<file path="config.mk">
export PLATFORM = sky130hd
export DESIGN_NAME = lshift_arbiter
export DESIGN_NICKNAME = d
export VERILOG_FILES = /design/src/rtl/lshift_arbiter.sv
export SDC_FILE = /design/constraint.sdc
export NUM_CORES = 1
export LEC_CHECK = 0
export CORE_UTILIZATION = 42
export CTS_CLUSTER_SIZE = 25
export DETAILED_ROUTE_END_ITERATION = 10
export PLACE_DENSITY = 0.85
export SLEW_MARGIN = 20
export SYNTH_ARGS = -nofsm -noshare
export SYNTH_HDL_FRONTEND = slang
export SYNTH_SLANG_ARGS = --single-unit
</file>
<file path="constraint.sdc">
create_clock -name clk -period 2.5 [get_ports clk]
set_clock_uncertainty 0.05 [all_clocks]
set_input_delay 0.25 -clock clk [delete_from_list [all_inputs] [get_ports clk]]
set_output_delay 0.25 -clock clk [all_outputs]
set_load 0.01 [all_outputs]
</file>
<file path="src/rtl/lshift_arbiter.sv">
// Two-requester round-robin arbiter sharing one barrel left shifter.
// The result lands in a single-entry output slot with a valid/ready handshake.
module lshift_arbiter #(
  parameter int unsigned data_width = 8,
  parameter int unsigned shift_len  = 3
) (
  input  logic                  clk,
  input  logic                  rst,
  input  logic                  req0_valid,
  output logic                  req0_ready,
  input  logic [data_width-1:0] req0_data,
  input  logic [shift_len-1:0]  req0_bits,
  input  logic                  req1_valid,
  output logic                  req1_ready,
  input  logic [data_width-1:0] req1_data,
  input  logic [shift_len-1:0]  req1_bits,
  output logic                  out_valid,
  input  logic                  out_ready,
  output logic [data_width-1:0] out_data,
  output logic                  out_id
);

  typedef enum logic {EMPTY, FULL} state_t;

  state_t                state_q, state_d;
  logic                  last_grant;
  logic                  grant0, grant1;
  logic                  can_accept;
  logic                  accept;
  logic [data_width-1:0] sel_data;
  logic [shift_len-1:0]  sel_bits;
  logic [data_width-1:0] shifted;

  // Barrel shifter: stage i shifts by 2**i when bit i of the amount is set.
  function automatic logic [data_width-1:0] lshifter(
    input logic [data_width-1:0] d,
    input logic [shift_len-1:0]  b
  );
    logic [data_width-1:0] s;
    s = d;
    for (int unsigned i = 0; i < shift_len; i++) begin
      if (b[i]) s = s << (1 << i);
    end
    return s;
  endfunction

  // Round-robin: on contention, the requester not granted last time wins.
  always_comb begin
    grant0 = req0_valid & (~req1_valid | last_grant);
    grant1 = req1_valid & (~req0_valid | ~last_grant);
  end

  always_comb begin
    sel_data = grant1 ? req1_data : req0_data;
    sel_bits = grant1 ? req1_bits : req0_bits;
    shifted  = lshifter(sel_data, sel_bits);
  end

  always_ff @(posedge clk or posedge rst) begin
    if (rst) state_q <= EMPTY;
    else     state_q <= state_d;
  end

  always_comb begin
    state_d = state_q;
    unique case (state_q)
      EMPTY: if (accept) state_d = FULL;
      FULL:  if (!accept && out_ready) state_d = EMPTY;
      default: state_d = EMPTY;
    endcase
  end

  always_comb begin
    out_valid  = (state_q == FULL);
    can_accept = (state_q == EMPTY) | out_ready;
    req0_ready = grant0 & can_accept & ~rst;
    req1_ready = grant1 & can_accept & ~rst;
    accept     = (req0_valid & req0_ready) | (req1_valid & req1_ready);
  end

  always_ff @(posedge clk or posedge rst) begin
    if (rst) begin
      out_data   <= '0;
      out_id     <= 1'b0;
      last_grant <= 1'b1;
    end else if (accept) begin
      out_data   <= shifted;
      out_id     <= grant1;
      last_grant <= grant1;
    end
  end

endmodule

</file>
==> implementation parameters <==
Parameter                              Value

Outcome
  Status    completed

Logic synthesis
  Leading register cell type out of synthesis    dfrtp_1
  Post-synth design cell area    932 sq um
  Number of enable flip-flop cells after synthesis    0
  Number of flip-flops and latches in the synthesized netlist    11
  Yosys top cell by area    dfrtp_1
  Leading post-synthesis cells by cell area    dfrtp_1, mux2i_1, mux4_2, o21ai_0, nand2_1
  Share of Yosys cell area claimed by the top area cell type    26.8%
  Post-synth cell types    28
  Post-synthesis net count    127
  Proportion of synthesized chip area in sequential cells    29.7%
  Gate Count Post-Synth    100
  Number of synthesis warnings    0
  Synthesized area per cell    9.32 sq um
  Async set-reset flop share out of synthesis    100%

GRT
  Number of global-route vias before repair    1004
  Number of antenna violations at the first check in global routing    0
  Global-route wire length before repair    4.40 mm
  Total grt overflow    0
  Global-route total usage across every layer    23.6%
  Largest net degree at the start of global routing    12

Floorplanning
  Effective utilization at floorplan    46.1%
  Number of cell rows    16
  Die width    49.1 um
  Floorplan die area    2410 sq um
  Core area    2020 sq um
  Ports placed on the boundary    39
  Die height    49.1 um

Finish
  Proportion of layout cells with a drive suffix above 1    15.3%
  Total area of multi-input combinational cells    624 sq um
  Number of antenna diodes    0
  Final std cell area, no fill    1410 sq um
  Post-synthesis to final-layout area growth    51.3%
  Most frequent standard cell in the layout excluding fill and tap cells    clkdlybuf4s50_1
  Reg area    277 sq um
  Most frequent cells in the layout    clkdlybuf4s50_1, mux2i_1, nand2_1
  Total Nets Final    172
  Fill count    163

Clock tree
  Library cell used as clock root buffer    clkbuf_4
  Post-CTS setup buffers    0
  Hold Buf Count CTS    0
  CTS clk-pin slew, worst paths    0.07 ns
  Number of clock sinks seen by CTS    11
  Clock tree buffer depth    2
  Clk_lat worst skew    0.27 ns
  Depth of the CTS H-tree    1
  Clock tree from TritonCTS    yes
  Post-cts sizing count    0
  Number of buffers added by the clock tree synthesis step    3

Worst setup path
  Path type of the worst setup path    input pin to output pin
  Category of the worst setup path launch point    input pin
  Reg-to-reg critical path startpoint    last_grant
  Top delay family on crit path    buffers and inverters
  Critical-path top delay cell    clkdlybuf4s50_1
  CP Capture Type    output pin
  CP max FO    4
  Stage delay of the slowest cell on the critical path    0.56 ns
  FF-to-FF End    out_data[6]
  Crit path buffers/inverters    3
  Worst-case register-to-register setup slack    0.73 ns
  Required time worst endpoint    2.20 ns
  CP Cell Sequence    clkdlybuf4s50_1 > inv_1 > o21a_1 > o21ai_1 > nor2_1 > clkdlybuf4s50_1
  Number of cell instances on the worst register-to-register path    6
  CP most frequent cell    clkdlybuf4s50_1
  CP Data Arrival Time    1.81 ns

Detailed routing
  Antenna-violating nets left    0
  Routed vias/inst    5.61
  Via Count    959
  Average wire length per cell after detail routing    14.7 um
  DRC viols    0
  DR iter-0 viols    16
  Number of iterations in the first detailed-routing pass    4
  Total length of routed wires    2.52 mm

Timing
  Clock period minus final worst setup slack    2.11 ns
  Final setup violation count    0
  Highest clock rate    474 MHz
  Worst hold slack across all endpoints    0.272 ns
  Final hold violations    0
  Worst-case headroom to the max-slew limit    68.2%
  Unrepaired setup endpoints after global routing    no
  Share of the clock period used by the worst path    84.5%
  Max-slew violations    0
  Setup tns final    0 ns
  Actual transition at the worst max-transition pin    0.476 ns

Place
  Final HPWL from detailed placement    2.16 mm
  Instance area at placement    1380 sq um
  Routability-driven placement congestion ratio    0.798
  I/O Buffers    38

Run
  Max-capacitance violation count    0

Pwr
  VDD IR-drop max    0.000320 V
  Static Leakage    0.582 nW
  Power per Cell Area    479 nW/um^2

Worst hold path
  Worst min-delay path category    input pin to asynchronous set/reset pin
## final cells by class
cell class                 instances  share of cell area (%)
multi-input combinational         81                    44.3
inverter                           2                   0.532
sequential                        11                    19.6
tap                               27                    2.40
clock inverter                     1                   0.355
clock buffer                       3                    1.60
timing repair buffer              46                    31.2
## synth_stat cells, types with 2 or more instances
| library cell | instances |
|---|---|
| clkbuf_1 | 5 |
| mux2i_1 | 15 |
| mux2_2 | 4 |
| o211ai_1 | 7 |
| nor3b_1 | 3 |
| o21ai_0 | 13 |
| o21a_1 | 2 |
| dfrtp_1 | 10 |
| nor2_1 | 4 |
| nand2_1 | 14 |
| mux4_2 | 4 |
| inv_1 | 2 |
| nand3b_1 | 2 |
## registers in the layout, indices dropped and copies added, names as in the netlist
signal and count:
out_valid 1, out_data 8, out_id 1, last_grant 1
## worst reg2reg max path, delay by kind of cell (launching register included)
family	cells	cell delay, ns
DFF	1	0.40
muxes	2	0.48
and+or+nand+nor	1	0.06
AOI/OAI and AO/OA	2	0.49
buffers and inverters	1	0.17
## cell families after synthesis
kind of cell / Yosys count / synth area share, %
AOI/OAI and AO/OA: 29 / 20.8
and+or+nand+nor: 28 / 14.4
muxes: 24 / 31.8
DFF: 11 / 29.7
buffers and inverters: 8 / 3.36
## per-stage QoR
stage	utilization [%]	std cells	total power, mW	worst slack (ns)
finish	69.7	171	0.675	0.389
global route	69.7	171	0.715	0.301
CTS	69.7	171	0.676	0.404
detailed placement	68.4	167	0.555	0.223
global placement	68.4	167	0.545	0.288
floorplan	-	100	0.392	0.670
## power by group
group / total (mW) / leakage [nW] / switching, mW / internal (mW)
combinational: 0.310 / 0.425 / 0.135 / 0.175
clock: 0.123 / 0.0177 / 0.0641 / 0.0593
sequential: 0.242 / 0.139 / 0.0251 / 0.217
## layer usage
| metal | up-vias | global-route usage (%) | wire length (um) |
|---|---|---|---|
| li1 | 467 | - | - |
| met5 | - | 0 | 0 |
| met4 | 0 | 8.82 | 43 |
| met2 | 33 | 45.2 | 1350 |
| met1 | 454 | 26.1 | 1050 |
| met3 | 5 | 2.80 | 82 |
## worst max path at each step
stage / startpoint / endpoint / slack (ns) / depth (start not counted)
2_1_floorplan: last_grant / out_data[6] / 0.67 / 4
3_3_place_gp: req1_valid / out_data[6] / 0.29 / 7
3_5_place_dp: req1_valid / out_data[6] / 0.22 / 7
4_1_cts: rst / req0_ready / 0.40 / 6
5_1_grt: rst / req0_ready / 0.30 / 6
6_report: rst / req0_ready / 0.39 / 6
(Power assumes the default switching activity.)
